[src/rtl/i2c_reg_access.sv]
`default_nettype none
// ============================================================================
// i2c_reg_access : one-request I2C register write / read (repeated START)
//                  sequencer that drives an I2C byte engine.
// Revision       : 1.0
// ============================================================================
module i2c_reg_access #(
    parameter int          ADDR_BYTES = 1,
    parameter logic [23:0] TIMEOUT    = 24'd2000000
) (
    input  logic        refclk,
    input  logic        rst_n,
    input  logic        req,
    input  logic        rw,
    input  logic [6:0]  dev,
    input  logic [15:0] reg_addr,
    input  logic [7:0]  wdata,
    output logic        busy,
    output logic        done,
    output logic        err,
    output logic [7:0]  rdata,
    output logic [3:0]  i2c_cmd,
    output logic [7:0]  i2c_din,
    input  logic [7:0]  i2c_dout,
    input  logic        i2c_ack,
    input  logic        i2c_noack
);

    typedef enum logic [2:0] {
        S_IDLE  = 3'd0,
        S_ISSUE = 3'd1,
        S_WACK  = 3'd2,
        S_WDONE = 3'd3,
        S_NEXT  = 3'd4
    } state_t;

    localparam logic [2:0]  ABYTES           = 3'(ADDR_BYTES);
    localparam logic [3:0]  CMD_START_WR     = 4'b0110;
    localparam logic [3:0]  CMD_WR           = 4'b0100;
    localparam logic [3:0]  CMD_WR_STOP      = 4'b0101;
    localparam logic [3:0]  CMD_RD_NACK_STOP = 4'b1101;
    localparam logic [23:0] TIMER_MAX        = 24'hFFFFFF;

    state_t      state, state_nx;
    logic [2:0]  idx, idx_nx;
    logic [23:0] timer, timer_nx;
    logic [3:0]  cmd_q, cmd_nx;
    logic [7:0]  din_q, din_nx;
    logic        done_q, done_nx;
    logic        err_q, err_nx;
    logic [7:0]  rdata_q, rdata_nx;
    logic        rw_q;
    logic [6:0]  dev_q;
    logic [15:0] addr_q;
    logic [7:0]  wdata_q;
    logic        load;
    logic [2:0]  last_idx;
    logic [3:0]  byte_cmd;
    logic [7:0]  byte_dat;
    logic        waiting;
    logic        timed_out;

    // Byte table: index -> engine command and payload for the current request
    always_comb begin
        byte_cmd = CMD_WR;
        byte_dat = addr_q[7:0];
        if (idx == 3'd0) begin
            byte_cmd = CMD_START_WR;
            byte_dat = {dev_q, 1'b0};
        end else if (idx <= ABYTES) begin
            byte_cmd = CMD_WR;
            byte_dat = (ADDR_BYTES == 2 && idx == 3'd1) ? addr_q[15:8] : addr_q[7:0];
        end else if (idx == ABYTES + 3'd1) begin
            byte_cmd = rw_q ? CMD_START_WR : CMD_WR_STOP;
            byte_dat = rw_q ? {dev_q, 1'b1} : wdata_q;
        end else begin
            byte_cmd = CMD_RD_NACK_STOP;
            byte_dat = 8'h00;
        end
    end

    assign last_idx  = rw_q ? (ABYTES + 3'd2) : (ABYTES + 3'd1);
    assign waiting   = (state == S_WACK) || (state == S_WDONE);
    assign timed_out = waiting && (timer >= TIMEOUT - 24'd1);

    always_comb begin
        state_nx = state;
        idx_nx   = idx;
        cmd_nx   = cmd_q;
        din_nx   = din_q;
        done_nx  = 1'b0;
        err_nx   = err_q;
        rdata_nx = rdata_q;
        load     = 1'b0;
        timer_nx = timer;

        case (state)
            S_IDLE: begin
                if (req) begin
                    load     = 1'b1;
                    err_nx   = 1'b0;
                    idx_nx   = 3'd0;
                    state_nx = S_ISSUE;
                end
            end
            S_ISSUE: begin
                cmd_nx   = byte_cmd;
                din_nx   = byte_dat;
                state_nx = S_WACK;
            end
            S_WACK: begin
                if (i2c_ack) begin
                    cmd_nx   = 4'h0;
                    state_nx = S_WDONE;
                end
            end
            S_WDONE: begin
                if (!i2c_ack) begin
                    state_nx = S_NEXT;
                end
            end
            S_NEXT: begin
                // A NACKed write byte ends the transfer; the engine has already sent STOP
                if (byte_cmd[3:2] == 2'b01 && i2c_noack) begin
                    done_nx  = 1'b1;
                    err_nx   = 1'b1;
                    state_nx = S_IDLE;
                end else if (idx == last_idx) begin
                    if (rw_q) begin
                        rdata_nx = i2c_dout;
                    end
                    done_nx  = 1'b1;
                    err_nx   = 1'b0;
                    state_nx = S_IDLE;
                end else begin
                    idx_nx   = idx + 3'd1;
                    state_nx = S_ISSUE;
                end
            end
            default: begin
                state_nx = S_IDLE;
            end
        endcase

        if (timed_out) begin
            cmd_nx   = 4'h0;
            done_nx  = 1'b1;
            err_nx   = 1'b1;
            state_nx = S_IDLE;
        end

        if (state_nx != state) begin
            timer_nx = 24'd0;
        end else if (waiting && timer != TIMER_MAX) begin
            timer_nx = timer + 24'd1;
        end
    end

    always_ff @(posedge refclk or negedge rst_n) begin
        if (!rst_n) begin
            state   <= S_IDLE;
            idx     <= 3'd0;
            timer   <= 24'd0;
            cmd_q   <= 4'h0;
            din_q   <= 8'h00;
            done_q  <= 1'b0;
            err_q   <= 1'b0;
            rdata_q <= 8'h00;
            rw_q    <= 1'b0;
            dev_q   <= 7'h00;
            addr_q  <= 16'h0000;
            wdata_q <= 8'h00;
        end else begin
            state   <= state_nx;
            idx     <= idx_nx;
            timer   <= timer_nx;
            cmd_q   <= cmd_nx;
            din_q   <= din_nx;
            done_q  <= done_nx;
            err_q   <= err_nx;
            rdata_q <= rdata_nx;
            if (load) begin
                rw_q    <= rw;
                dev_q   <= dev;
                addr_q  <= reg_addr;
                wdata_q <= wdata;
            end
        end
    end

    assign busy    = (state != S_IDLE);
    assign done    = done_q;
    assign err     = err_q;
    assign rdata   = rdata_q;
    assign i2c_cmd = cmd_q;
    assign i2c_din = din_q;

endmodule
`default_nettype wire

[config.mk]
export PLATFORM = sky130hd
export DESIGN_NAME = i2c_reg_access
export DESIGN_NICKNAME = d
export VERILOG_FILES = /design/src/rtl/i2c_reg_access.sv
export SDC_FILE = /design/constraint.sdc
export NUM_CORES = 1
export LEC_CHECK = 0
export ABC_AREA = 1
export CORE_UTILIZATION = 50
export DETAILED_ROUTE_END_ITERATION = 12
export DONT_BUFFER_PORTS = 1
export PLACE_DENSITY = 0.68
export SYNTH_ARGS = -nofsm -noshare
export SYNTH_HDL_FRONTEND = slang
export SYNTH_SLANG_ARGS = --single-unit
[constraint.sdc]
create_clock -name refclk -period 2 [get_ports refclk]
set_input_delay 0.4 -clock refclk [delete_from_list [all_inputs] [get_ports refclk]]
set_output_delay 0.4 -clock refclk [all_outputs]
set_load 0.01 [all_outputs]
# Word-level counts from Yosys, hierarchy flattened
# Cells that the tools add are included.
# classes
addsub	2
magnitude_cmp	2
eq_ne	15
muxes	36
bitwise_logic	1
n_reduce_logical	15
# ops
cell	count
$mux W24	2
$mux W8	4
$add A24 B1 Y24 const B	1
$ge A24 B21 Y1 const B	1
$ne A24 B24 Y1 const B	1
$mux W3	7
$mux W4	5
$pmux W3 S5	1
$mux W1	13
$eq A3 B2 Y1 const B	3
$reduce_bool A3 Y1	3
$pmux W4 S2	1
$reduce_and A4 Y1	2
$logic_not A3 Y1	2
$ne A2 B2 Y1 const B	3
$ne A3 B3 Y1 const B	2
$pmux W3 S2	1
$ne A4 B4 Y1 const B	1
$reduce_bool A2 Y1	2
$add A3 B1 Y3 const B	1
$eq A3 B1 Y1 const B	1
$eq A3 B2 Y1	1
$eq A3 B3 Y1 const B	1
$le A3 B1 Y1 const B	1
9 further kinds	11
# totals
regBits	76
in_bits	45
wordCells	83

# Depth between registers and ports, before layout
# logic_depth
ltp_word	11
ltp_mapped	14
ltp_nobuf	14

# Least setup slack after synthesis
# Ideal clock, no wire load.
# synth_timing
path_kind	flip-flop to flip-flop
startpoint	register idx[1]
endpoint	register timer[3]
setup_ps	124
t_arrival_ps	1746
required_time_ps	1876
slack_ps	129
path_stages_with_launch	15
n_path_buf	1
synth_period_minus_slack_ps	1871
path_cell_list	dfrtp_1 -> inv_1 -> ha_1 -> o21bai_4 -> nand2_4 -> nand3_4 -> nand2_4 -> nand2_4 -> nand2_4 -> nand2_2 -> nand2_2 -> nand2_4 -> nand2_4 -> buf_12 -> nor2_4
# synth_via
elab_chain_len	11
# synth_rtl
item	line	source
from (decl)	45	logic [2:0] idx, idx_nx;
from (signal assigned)	175	idx <= idx_nx;
parallel branches: the longest is 6 deep, another holds $le A3 B1 Y1	n/a	
$mux W1 *	124	if (byte_cmd[3:2] == 2'b01 && i2c_noack) begin
$pmux W3 S5 *	97	case (state)
$mux W3 *	145	if (timed_out) begin
$ne A3 B3 Y1 *	152	if (state_nx != state) begin
$mux W24 / $reduce_bool A2 Y1 (equally long branches)	n/a	
to (signal assigned)	176	timer <= timer_nx;
to (decl)	46	logic [23:0] timer, timer_nx;
# Every way passes the cells marked *.
# A chain may end at the register's enable or synchronous reset.

# Worst setup path in the final report
# layout_timing
startpoint	register idx[0]
endpoint	register timer[4]
# Same word-level chain as after synthesis.

==> metrics.yaml <==
floorplan:
  io_pins: 68
  fp.dieH_um: 91.63
  core_mm2: 0.007767
  die_w_um: 91.63
  start_util: 0.5171
  die_area_mm2: 0.008395
  rows: 32
synthesis:
  syn_area_mm2: 0.004016
  yosys_warnings: 0
  synth.distinct_cells: 35
  synth_seq_area_share: 0.4735
  avgSynthCellArea_um2: 8.420
  synth_area_leader_cell: "dfrtp_1"
  synth_cells: 477
  synth_seq_cells: 76
  synth_top_area_frac: 0.4735
  synthTopCellsByArea: "dfrtp_1, nand2_1, nand3_1"
  syn_nets: 527
global_route:
  grt_pass1_wl_um: 13520
  grt_max_degree: 77
  antenna_found_initial: 0
  grt_pass1_vias: 2979
  overflow: 0
  grt_usage: 0.2041
worst_setup_path:
  cp_slowest_cell: "dfrtp_2"
  worstSetupEndpointType: "flop"
  worstPathRequired_ns: 2.22
  crit_path_cell_trace: "ha_1 -> o21bai_4 -> nand2_4 -> nand3_4 -> nand2_4 -> nand2_4 -> nand2_4 -> nand2_2 -> nand2_2 -> nand2_4 -> nand2_8 -> nor2_1"
  worst_path_largest_cell_delay_ns: 0.45
  crit_family: "simple AND/OR/NAND/NOR gates"
  crit_buf_inv: 0
  worstPathArrival_ns: 2.12
  crit_path_frequent_cell: "nand2_4"
  worstSetupPathType: "reg -> reg"
  worstSetupStartpointType: "flop"
  crit_fanout: 18
job:
  maxCapViolCount: 0
clock_network:
  path_clk_slew_ns: 0.08
  cts_buffers: 9
  cts_tree: "yes"
  clkLatencyLatePin_ns: 0.35
  root_buffer: "clkbuf_8"
  ctsHtreeMaxLevel: 3
  clockBufferDepth: 2
  cts.sink_count: 76
timing:
  setup_violations: 0
  timing.final.crit_share: 0.9502
  slew_headroom: 0.7244
  finalCriticalPeriod_ns: 1.900
  hold_viol: 76
  maxSlewViolCount: 0
  finClkSkew_ns: 0.01150
  finalSetupTns_ns: 0
  max_freq_mhz: 526.2
  worst_pin_slew_ns: 0.4135
  rsz0062_at_grt: "true"
  whs_ns: -0.2592
cells_and_area:
  fillCellCount: 720
  layout_common_cells: "nand2_1, dfrtp_1, nor2_1, inv_1, nand3_1"
  seqCellArea_mm2: 0.001903
  area_delta_synth_final_pct: 9.252
  multi_input_area_mm2: 0.001864
  drive_above_1_share: 0.1879
  diodes: 0
  fin_nets: 540
  mostFrequentLayoutCell: "nand2_1"
drt:
  drtIter0Drc: 151
  totalWireLength_um: 7843
  viasPerCell: 5.032
  vias: 3004
  ant_nets: 0
  post-route-drc-count: 0
  firstDrtPassIters: 4
  routedWlPerCell_um: 13.14
hold_path:
  holdCritPathClass: "in -> async"
placed_design:
  gp_congestion: 0.8389
  hpwl_um: 5641
  portBuffers: 0
power_and_ir_drop:
  finalPower_mw: 5.493
  ir_drop_mv: 0.5441
  p_per_area_mw_per_mm2: 1252
  leakage_nw: 2.095
status:
  violations: "negative hold slack"
  status: "finished with violations"
timing repair:
item | CTS | global route
gates resized for setup | 1 | 4
hold endpoints to repair | 76 | 76
endpoints found under the setup margin | 8 | 22
pin swaps | 0 | 1
buffers inserted | 0 | 0
area by class of cell:
type,instances,share of cell area
Sequential cell,76,0.4337
Tap cell,102,0.02908
Clock buffer,11,0.02994
Clock inverter,5,0.01397
Multi-Input combinational cell,336,0.4249
Inverter,54,0.04619
Timing Repair Buffer,13,0.02224
final timing paths:
path                                            from                     end  slack [ns]  depth (start not counted)
worst max register to register    idx[0]$_DFFE_PN0P_    timer[4]$_DFFE_PN0P_         0.1                         12
worst min-delay path                           rst_n   timer[12]$_DFFE_PN0P_       -0.26                          0
min in group refclk                         wdata[4]  wdata_q[4]$_DFFE_PN0P_        0.15                          2
worst min register to register  dev_q[5]$_DFFE_PN0P_    dev_q[5]$_DFFE_PN0P_        0.48                          2
max in group asynchronous                      rst_n    timer[6]$_DFFE_PN0P_        2.15                          0
worst max-delay path              idx[0]$_DFFE_PN0P_    timer[4]$_DFFE_PN0P_         0.1                         12
synthesized netlist by cell type:
| cell | n |
|---|---|
| nand4_1 | 5 |
| nand3_4 | 1 |
| nand3_1 | 44 |
| xor2_1 | 12 |
| buf_1 | 1 |
| o21ai_0 | 21 |
| o21bai_4 | 1 |
| nor4_1 | 1 |
| buf_4 | 1 |
| xnor2_1 | 1 |
| buf_2 | 2 |
| nor2_4 | 15 |
| mux2_2 | 8 |
| nand3b_1 | 1 |
| buf_12 | 1 |
| nand4_2 | 1 |
| nor2_2 | 1 |
| nor3_1 | 6 |
| dfrtp_1 | 76 |
| inv_2 | 9 |
| a31oi_1 | 1 |
| a21oi_4 | 2 |
| or2_2 | 3 |
| nand3_2 | 2 |
| o21ai_1 | 1 |
| inv_1 | 45 |
| ha_1 | 5 |
| nor2_1 | 46 |
| nand2_4 | 8 |
| nand2_1 | 130 |
| clkbuf_1 | 6 |
| o22ai_1 | 6 |
| a21oi_1 | 3 |
| o21ai_2 | 1 |
| nand2_2 | 10 |
per-stage QoR:
| step | cell area [µm²] | setup slack (ns) | util | instances |
|---|---|---|---|---|
| finish | 4388 | 0.09966 | 0.5649 | 597 |
| global route | 4388 | -0.01530 | 0.5649 | 597 |
| CTS | 4379 | 0.05848 | 0.5638 | 597 |
| detailed placement | 4178 | -0.02468 | 0.5379 | 581 |
| global placement | 4178 | 0.03724 | 0.5379 | 581 |
| floorplan | 4016 | 0.1291 | - | 477 |
flip-flops by register name, summed over array words and instances (netlist names):
register,count
wdata_q,8
dev_q,7
done,1
idx,3
rdata,8
err,1
state,3
timer,24
i2c_cmd,4
addr_q,8
rw_q,1
i2c_din,8
metal layers:
layer	part of all wire	GRT usage	routed length [µm]
met5	0	0	0
met2	0.46	0.3045	3580
met1	0.48	0.2782	3739
met4	0.010	0.08201	82
met3	0.056	0.06053	441
kinds of logic (layout without fill, tap and decap cells):
| family | Yosys count | after routing | share of synthesized area |
|---|---|---|---|
| AO/OA/AOI/OAI | 36 | 36 | 0.05701 |
| XOR/XNOR | 13 | 13 | 0.02835 |
| adder cells (fa/ha/maj) | 5 | 5 | 0.01558 |
| buffers and inverters | 65 | 83 | 0.06635 |
| flip-flops | 76 | 76 | 0.4735 |
| multiplexers | 8 | 8 | 0.02243 |
| AND/OR/NAND/NOR | 274 | 274 | 0.3368 |
where the power goes:
part	internal, mW	switching (mW)
Combinational	0.739	1.38
Clock	0.582	0.576
Sequential	1.91	0.307
Total	3.23	2.26
Power figures use the tool's default switching activity.
